<file path="config.mk">
export PLATFORM = sky130hd
export DESIGN_NAME = mem_interface
export DESIGN_NICKNAME = d
export VERILOG_FILES = /design/src/rtl/mem_interface.sv
export SDC_FILE = /design/constraint.sdc
export NUM_CORES = 1
export LEC_CHECK = 0
export ABC_AREA = 1
export CORE_ASPECT_RATIO = 2
export CORE_UTILIZATION = 44
export CTS_CLUSTER_SIZE = 24
export DETAILED_ROUTE_END_ITERATION = 8
export HOLD_SLACK_MARGIN = 0.1
export PLACE_DENSITY = 0.77
export SETUP_SLACK_MARGIN = 0.05
export SYNTH_ARGS = -nofsm -noshare
export SYNTH_HDL_FRONTEND = slang
export SYNTH_SLANG_ARGS = --single-unit
</file>
<file path="constraint.sdc">
create_clock -name clk -period 2.83 [get_ports clk]
set_clock_uncertainty 0.2 [all_clocks]
set_input_delay 0.566 -clock clk [delete_from_list [all_inputs] [get_ports clk]]
set_output_delay 0.566 -clock clk [all_outputs]
set_load 0.005 [all_outputs]
</file>
<file path="src/rtl/mem_interface.sv">
// Data-side memory responder: turns execute-unit load/store requests into single aligned
// word bus transactions and returns formatted load data as a one-cycle register write.
module mem_interface #(
  parameter int unsigned TIMEOUT_CYCLES = 16
) (
  input  logic        clk,
  input  logic        rst_n,
  input  logic        mem_req,
  input  logic        mem_write,
  input  logic [1:0]  mem_size,
  input  logic [31:0] memory_address,
  input  logic [31:0] store_data,
  input  logic [3:0]  load_rd,
  input  logic        mem_signed,
  input  logic        flush,
  output logic        stall_out,
  output logic        bus_valid,
  output logic        bus_we,
  output logic [31:0] bus_addr,
  output logic [3:0]  bus_be,
  output logic [31:0] bus_wdata,
  input  logic        bus_ready,
  input  logic [31:0] bus_rdata,
  input  logic        bus_error,
  output logic [31:0] reg_write_data,
  output logic [3:0]  reg_write_addr,
  output logic        reg_write_enable,
  output logic        data_abort
);

  localparam logic [7:0] TimeoutCnt = 8'(TIMEOUT_CYCLES);

  typedef enum logic [0:0] {StIdle, StBus} state_e;

  state_e      r_state;
  logic [7:0]  r_cnt;
  logic        r_kill;
  logic [1:0]  r_size;
  logic [1:0]  r_lo;
  logic        r_signed;
  logic [3:0]  r_rd;

  logic        w_timeout;
  logic        w_done;
  logic [3:0]  w_be;
  logic [31:0] w_wdata;
  logic [63:0] w_rot;
  logic [7:0]  w_byte;
  logic [15:0] w_half;
  logic [31:0] w_load;

  assign w_timeout = (r_state == StBus) && (r_cnt == TimeoutCnt);
  assign w_done    = bus_ready || bus_error || w_timeout;
  assign stall_out = ((r_state == StIdle) && mem_req && !flush) ||
                     ((r_state == StBus) && !w_done);

  // Lane enables and replicated write data for the incoming request.
  always_comb begin
    w_be    = 4'b1111;
    w_wdata = store_data;
    case (mem_size)
      2'b00: begin
        w_be    = 4'b0001 << memory_address[1:0];
        w_wdata = {4{store_data[7:0]}};
      end
      2'b01: begin
        w_be    = memory_address[1] ? 4'b1100 : 4'b0011;
        w_wdata = {2{store_data[15:0]}};
      end
      default: begin
        w_be    = 4'b1111;
        w_wdata = store_data;
      end
    endcase
  end

  // Word loads rotate right by the byte offset, matching ARM7 unaligned behaviour.
  assign w_rot  = {bus_rdata, bus_rdata} >> {r_lo, 3'b000};
  assign w_byte = bus_rdata[{r_lo, 3'b000} +: 8];
  assign w_half = r_lo[1] ? bus_rdata[31:16] : bus_rdata[15:0];

  always_comb begin
    w_load = w_rot[31:0];
    case (r_size)
      2'b00:   w_load = {{24{r_signed & w_byte[7]}}, w_byte};
      2'b01:   w_load = {{16{r_signed & w_half[15]}}, w_half};
      default: w_load = w_rot[31:0];
    endcase
  end

  always_ff @(posedge clk or negedge rst_n) begin
    if (!rst_n) begin
      r_state          <= StIdle;
      r_cnt            <= 8'd0;
      r_kill           <= 1'b0;
      r_size           <= 2'b00;
      r_lo             <= 2'b00;
      r_signed         <= 1'b0;
      r_rd             <= 4'd0;
      bus_valid        <= 1'b0;
      bus_we           <= 1'b0;
      bus_addr         <= 32'd0;
      bus_be           <= 4'd0;
      bus_wdata        <= 32'd0;
      reg_write_data   <= 32'd0;
      reg_write_addr   <= 4'd0;
      reg_write_enable <= 1'b0;
      data_abort       <= 1'b0;
    end else begin
      reg_write_enable <= 1'b0;
      data_abort       <= 1'b0;
      case (r_state)
        StIdle: begin
          if (mem_req && !flush) begin
            r_state   <= StBus;
            r_cnt     <= 8'd1;
            r_kill    <= 1'b0;
            r_size    <= mem_size;
            r_lo      <= memory_address[1:0];
            r_signed  <= mem_signed;
            r_rd      <= load_rd;
            bus_valid <= 1'b1;
            bus_we    <= mem_write;
            bus_addr  <= {memory_address[31:2], 2'b00};
            bus_be    <= w_be;
            bus_wdata <= w_wdata;
          end
        end
        StBus: begin
          if (w_done) begin
            r_state   <= StIdle;
            r_cnt     <= 8'd0;
            r_kill    <= 1'b0;
            bus_valid <= 1'b0;
            // A flush in the ending cycle also kills the result.
            if (!(r_kill || flush)) begin
              if (bus_error || !bus_ready) begin
                data_abort <= 1'b1;
              end else if (!bus_we) begin
                reg_write_enable <= 1'b1;
                reg_write_data   <= w_load;
                reg_write_addr   <= r_rd;
              end
            end
          end else begin
            r_cnt <= r_cnt + 8'd1;
            if (flush) r_kill <= 1'b1;
          end
        end
        default: r_state <= StIdle;
      endcase
    end
  end

endmodule
</file>
==> results of run 1 <==
## worst paths after layout
check,start,depth (start not counted),end
max in group asynchronous,rst_n,3,bus_addr[10]$_DFFE_PN0P_
worst max-delay path,bus_error,5,stall_out
min in group asynchronous,rst_n,2,data_abort$_DFF_PN0_
worst max register to register,r_state$_DFF_PN0_,7,r_lo[0]$_DFFE_PN0P_
worst min-delay path,reg_write_data[0]$_DFFE_PN0P_,2,reg_write_data[0]$_DFFE_PN0P_
worst min register to register,reg_write_data[0]$_DFFE_PN0P_,2,reg_write_data[0]$_DFFE_PN0P_
## critical path, stage by stage
cell and delay [ps]:
clkdlybuf4s50_1 430, nor2_1 200, nand3_1 130, nand2_1 90
clkdlybuf4s50_1 500
## cells by family after synthesis
kind of cell / share of synthesized area
xor gates and xnor gates: 0.00391
AOI/OAI and AO/OA: 0.0502
and+or+nand+nor: 0.376
other: 0.000557
buffers and inverters: 0.0868
adders and majority gates: 0.00372
DFF: 0.465
muxes: 0.0134
## registers in the layout, indices dropped and copies added (netlist names), 2 cells and up
| name | count |
|---|---|
| r_rd | 4 |
| reg_write_addr | 4 |
| r_size | 2 |
| reg_write_data | 32 |
| r_cnt | 8 |
| bus_addr | 30 |
| bus_be | 4 |
| r_lo | 2 |
| bus_wdata | 32 |
## layer usage
layer	global-route usage	vias up	wire length [um]
met5	0	-	0
met4	0.172	0	1180
met3	0.0695	67	1140
met2	0.439	255	10100
met1	0.267	3087	6900
li1	-	3277	-
## synthesized netlist by cell type (all sizes together), types with 2 or more instances
master | n | area (sq um)
o21bai | 2 | 15.0
mux2 | 8 | 90.1
nand2 | 383 | 1460
ha | 2 | 25.0
xnor2 | 2 | 17.5
nand4 | 5 | 31.3
clkbuf | 7 | 26.3
inv | 70 | 268
nand3 | 121 | 638
nor3 | 2 | 32.5
buf | 43 | 287
a21oi | 20 | 100
nor2 | 80 | 365
dfrtp | 125 | 3130
o21ai | 41 | 205
## power groups by stage
| stage | registers, mW | logic, mW | clock network (mW) |
|---|---|---|---|
| global route | 2.50 | 2.45 | 2.51 |
| CTS | 2.45 | 2.21 | 2.45 |
| global placement | 2.46 | 2.16 | 0 |
| finish | 2.44 | 2.19 | 2.40 |
| floorplan | 2.47 | 0.996 | 0 |
| detailed placement | 2.47 | 2.19 | 0 |
## metrics by stage
step,worst slack (ps),total power [mW],cell area [sq um],utilization
finish,156,7.03,9650,0.648
global route,78.5,7.46,9650,0.648
floorplan,915,3.46,6730,-
global placement,206,4.62,8990,0.603
detailed placement,175,4.66,8990,0.603
CTS,170,7.11,9650,0.648
## layout by cell type (no fill, tap or decap), types with 3 or more instances in the layout
master and count:
bufinv_16 5, buf_12 4, mux2_2 8, buf_4 10
clkbuf_16 17, nand2_1 379, inv_2 6, clkdlybuf4s50_1 215
a21oi_1 20, nand4_1 5, o21ai_0 36, o21ai_1 5
nand3_2 3, nand3_1 116, dfrtp_1 125, clkinv_2 5
nor2_1 58, inv_1 62, nor2_2 20
## cell type report
class | instances | area (sq um)
clock buffer | 20 | 457
clock inverter | 12 | 191
fill | 1285 | 5250
inverter | 71 | 272
multi-input combinational | 672 | 3030
sequential | 125 | 3130
tap | 195 | 244
timing repair buffer | 231 | 2330
==> impl_summary.md, run 1 <==
Worst setup path
The endpoint required time on the critical path is 2060 ps. Across all register-to-register paths, the minimum setup slack is 810 ps. The startpoint-to-endpoint class of the critical path is in2out.

The critical path startpoint category is a primary input. The top fanout value on the critical path is 3. STA classifies the critical path endpoint as an output pin. The worst endpoint data arrival time is 1910 ps.

Global routing
The total global routing track utilization is 0.257. Summed over all layers, the global routing overflow is 0. The first-pass GRT wire length is 31.2 mm. The initial antenna violation count was 0. The via count of the first global-routing pass is 6,644. The pin count of the biggest net entering global routing is 95.

Cells and area
The fraction of final layout cells sized beyond drive strength 1 is 0.0840. The number of standard cells in the layout, taps in and fillers out is 1,326. The area growth from synthesis to layout is 43.4%. 0 antenna diodes ended up in the layout. The number of nets at the end of the flow is 1,230.

Hold path
The type of the worst min-delay path is reg2reg.

Synthesis
The number of synthesized register bits is 125. The synthesized netlist contains 33 unique library cells. During synthesis, Yosys emitted a total of 0 warnings. In this run the mean area of a mapped cell was 7.34 sq um. In the synthesized netlist the async set-or-reset flop fraction comes to 1.00.

In the synthesized netlist, the number of instances is 917. For this run, the register share of the synthesized area comes to 0.465. The synthesized design contains 0 enable-type register cells. The most used flip-flop cell after synthesis is dfrtp_1. The summed instance area of the synthesized netlist is 6730 sq um.

Routing
The number of remaining DRC errors is 0. In this run the remaining antenna-violating nets after routing total 0. The initial detailed-routing violation count is 255. Dividing the detail-routed via count by the number of cells gives 5.04. The wire length per cell after detailed routing is 14.5 um.

The detailed router placed 6,686 vias in this run. After detailed routing, the total wire length is 19.3 mm. The iteration count of the initial detailed-routing pass is 5.

Power
The combinational share of power is 0.311. For this design the ratio of total power to cell area is 729 nW/um^2. Of the total power, the clock network draws 0.342. Of the total power, registers draw 0.347. The largest voltage drop on the vdd net is 0.489 mV. The switching part of the total is 0.291. The power dissipated by switching net loads is 2.05 mW. The internal power of the cells is 4.98 mW.

In this run the static leakage power is 4.80 nW.

Placement
The final weighted congestion of routability-driven global placement is 0.910. The detailed-placement wirelength estimate is 13.8 mm. The total placed cells including tap cells is 1,293. The count of buffers inserted at the top-level ports is 216.

Die
The initial utilization of the core area, before any placement, comes to 0.452. The die outline area is 15,800 sq um. The die boundary width is 89.4 um. The initialized floorplan defines 63 standard-cell rows.

The number of primary I/O pins is 219. Measured along the y axis, the die boundary spans 177 um. The core region is 14,900 sq um.

Timing
Hold timing on the final database bottoms out at a slack of 277 ps. Adding up every negative setup slack in the final design gives 0 ps. The final cycle utilization of the critical path is 0.945. Setup violations remaining at the end of the flow were counted as 0. The measured slew at the worst slew-check pin is 625 ps. The count of final hold-check violations is 0. Setup repair after global routing left no endpoint under its margin. The relative max-transition margin is 0.583.

The fmax is 0.374 GHz. The count of final max-slew check failures was 0. The final critical delay including setup and external delays is 2670 ps.

Clock network
Clock tree synthesis selected as its root buffer the cell clkbuf_16. The clock net sink count is 125. The worst-skew pair later-pin latency is 410 ps. The count of hold buffers inserted by post-cts repair is 1. The maximum level of the CTS H-tree is 4.

After clock tree synthesis, the clock-pin slew on the worst setup and hold paths is 60 ps. The CTS buffer count is 17. The clock tree from TritonCTS is built.

The number of setup buffers added after CTS is 0. The number of gates resized after CTS is 0. Counting along the longest clock path gives a buffer depth of 2.

Outcome
The run finished with clean final reports.

Run
The max-capacitance violation count is 0.
No activity file was read; power rests on OpenSTA's default activity.
==> inputs of run 2 (changes only) <==
--- a/config.mk
+++ b/config.mk
@@ -10,8 +10,9 @@
 export CORE_UTILIZATION = 44
 export CTS_CLUSTER_SIZE = 24
 export DETAILED_ROUTE_END_ITERATION = 8
+export GPL_ROUTABILITY_DRIVEN = 1
 export HOLD_SLACK_MARGIN = 0.1
-export PLACE_DENSITY = 0.77
+export PLACE_DENSITY_LB_ADDON = 0.08
 export SETUP_SLACK_MARGIN = 0.05
 export SYNTH_ARGS = -nofsm -noshare
 export SYNTH_HDL_FRONTEND = slang
==> impl_summary.md, run 2 (synthesis results as in run 1) <==
Worst setup path
The worst setup path is of the reg2out kind. The kind of end point of the critical path is an output pin. The endpoint required time on the critical path was 2060 ps (about the same).

The depth of the worst register-to-register path is 7 (unchanged). The start point of the critical path is r_cnt[0]$_DFFE_PN0P_. The worst register-to-register path ends at reg_write_data[16]$_DFFE_PN0P_. The register-to-register setup slack is 700 ps (-110 ps). The critical path startpoint category is a flip-flop. The top fanout value on the critical path is 4 (+1). The worst endpoint data arrival time is 1870 ps (-40 ps).

The startpoint of the worst-slack reg-to-reg timing path is r_lo[0]$_DFFE_PN0P_.

Hold path
The end of the worst hold path is reg_write_addr[0]$_DFFE_PN0P_. The hold path startpoint is reg_write_addr[0]$_DFFE_PN0P_. The worst hold path cell count was 2 (unchanged).

The type of the worst min-delay path is reg2reg.

Timing
The post-layout worst setup margin is 199 ps (+42.7 ps). The count of final hold-check violations came to 0 (unchanged). The fmax is 0.380 GHz (+1.6%). The number of endpoints failing setup at the final stage is 0 (unchanged).

The final critical delay including setup and external delays came to 2630 ps (-42.7 ps). The post-route setup TNS was 0 ps (unchanged). The final cycle utilization of the critical path was 0.930 (-0.0151).

The relative max-transition margin is 0.583 (about the same). The measured slew at the worst slew-check pin is 625 ps (+0.547 ps). The count of final max-slew check failures was 0 (unchanged). Setup repair after global routing left no endpoint under its margin. The worst hold margin is 273 ps (-3.88 ps).

Cells and area
The final design area excluding fillers came to 9600 sq um (-0.53%). The area of the multi-input gates was 3030 sq um (unchanged). The largest registers in the layout are bus_wdata: 32 flops, reg_write_data: 32 flops, bus_addr: 30 flops. The library cells used most frequently in the layout, excluding fill and tap cells, are 379 x nand2_1, 215 x clkdlybuf4s50_1, 125 x dfrtp_1. The number of standard cells in the layout, taps in and fillers out is 1,329 (+0.23%).

The area taken by flip-flops and latches is 3130 sq um (unchanged). The total of fill cells in the finished design is 1,333 (+3.7%). The fraction of final layout cells sized beyond drive strength 1 is 0.0856 (+0.00162). The utilization after layout is 0.644 (-0.00344). Leaving out fill and tap cells, the most frequent cell in the layout is nand2_1. The layout-stage area growth over the synthesis result is 42.6%. The number of nets at the end of the flow is 1,232 (+0.16%).

Routing
The number of vias in the routed layout was 6,606 (-1.2%). The number of nets with antenna violations after routing is 0 (unchanged). The iteration count of the initial detailed-routing pass is 5 (unchanged).

The amount of wire on met3 after detailed routing is 1.41 mm (+24%). The met1 layer wirelength in the final routing is 6.84 mm (-0.84%). The initial detailed-routing violation count came to 348 (+36%). The highest layer used for signal routing is met4. The routed wire length is 19.4 mm (+0.61%).

The wire length per cell after detailed routing is 14.6 um (+0.39%). The number of remaining DRC errors came to 0 (unchanged). The routed via count divided by cell count was 4.97 (-1.4%).

The met2 wire length is 10.5 mm (+4.0%).

Power
The largest voltage drop on the vdd net is 0.451 mV (-7.8%). The final total power came to 6.77 mW (-3.7%). The leakage power of the design is 4.77 nW (-0.56%). The power per cell area is 706 nW/um^2 (-3.2%).

Clock network
The CTS buffer count is 17 (unchanged). The clock tree from TritonCTS is built. The buffer count from post-CTS setup fixing is 0 (unchanged). The tree is rooted in a clkbuf_16. The maximum buffer depth of the clock tree came to 2 (unchanged). The number of gates resized after CTS was 0 (unchanged). The clock net sink count is 125 (unchanged).

The maximum level of the CTS H-tree is 4 (unchanged). The clock transition at the registers of the reported paths is 50 ps (about the same). The worst-skew pair later-pin latency is 420 ps (about the same).

Placement
The count of buffers inserted at the top-level ports is 216 (unchanged). The post-place setup slack is 232 ps (+57.3 ps). The total placed cells including tap cells is 1,295 (+0.15%). The instance area at placement came to 9000 sq um (+0.13%). The detailed-placement wirelength estimate is 13.8 mm (+0.51%). The final weighted congestion of routability-driven global placement is 0.837 (-7.9%).

Outcome
The flow ran to the end, and the final reports show no timing, DRC or antenna violations.

Global routing
The total global routing track utilization is 0.257 (about the same). The first-pass GRT wire length is 30.7 mm (-1.6%). The pin count of the biggest net entering global routing is 95 (unchanged). The initial antenna violation count is 1 (+1). The overall overflow remaining after global route is 0 (unchanged).

The via count of the first global-routing pass was 6,299 (-5.2%).

Die
The placeable core region is 14,900 sq um (unchanged). The total number of placement rows is 63 (unchanged). The effective utilization at floorplan is 0.452 (unchanged). The number of primary I/O pins is 219 (unchanged). The die outline area is 15,800 sq um (unchanged). The die span in y was 177 um (unchanged). The die boundary width is 89.4 um (unchanged).

Run
The max-capacitance violation count came to 0 (unchanged).
-- run 2: worst max path at each step --
stage / slack, ps / endpoint / depth (start not counted)
floorplan: 910 / stall_out / 5
CTS: 170 / stall_out / 6
global placement: 250 / stall_out / 5
detailed placement: 230 / stall_out / 5
global route: 70 / stall_out / 6
finish: 200 / stall_out / 6
-- run 2: per-layer routing --
metal,GRT usage,up-vias
li1,-,3274
met1,0.273,3042
met2,0.446,256
met3,0.0723,34
met4,0.142,0
met5,0,-
-- run 2: final cells by class --
class                           instances  area share
Antenna cell                            1    0.000261
Clock buffer                           23      0.0519
Clock inverter                          9     0.00887
Inverter                               71      0.0283
Multi-Input combinational cell        672       0.315
Sequential cell                       125       0.326
Tap cell                              195      0.0254
Timing Repair Buffer                  233       0.244
-- run 2: worst max-delay path, cell delays in order, from the launching register on --
cell and delay (ps):
dfrtp_1 360, inv_1 90, ha_1 210, nand4_1 110, nand3_1 100, nand2_1 80
clkdlybuf4s50_1 490
-- run 2: what timing repair did --
item	CTS	global route
setup endpoints to repair	0	0
hold buffers	1	0
hold endpoints to repair	125	0
-- run 2: report_power, final --
group	total, mW	switching [mW]	internal [mW]
Combinational	2.17	0.978	1.19
Clock	2.14	0.815	1.32
Sequential	2.47	0.276	2.20
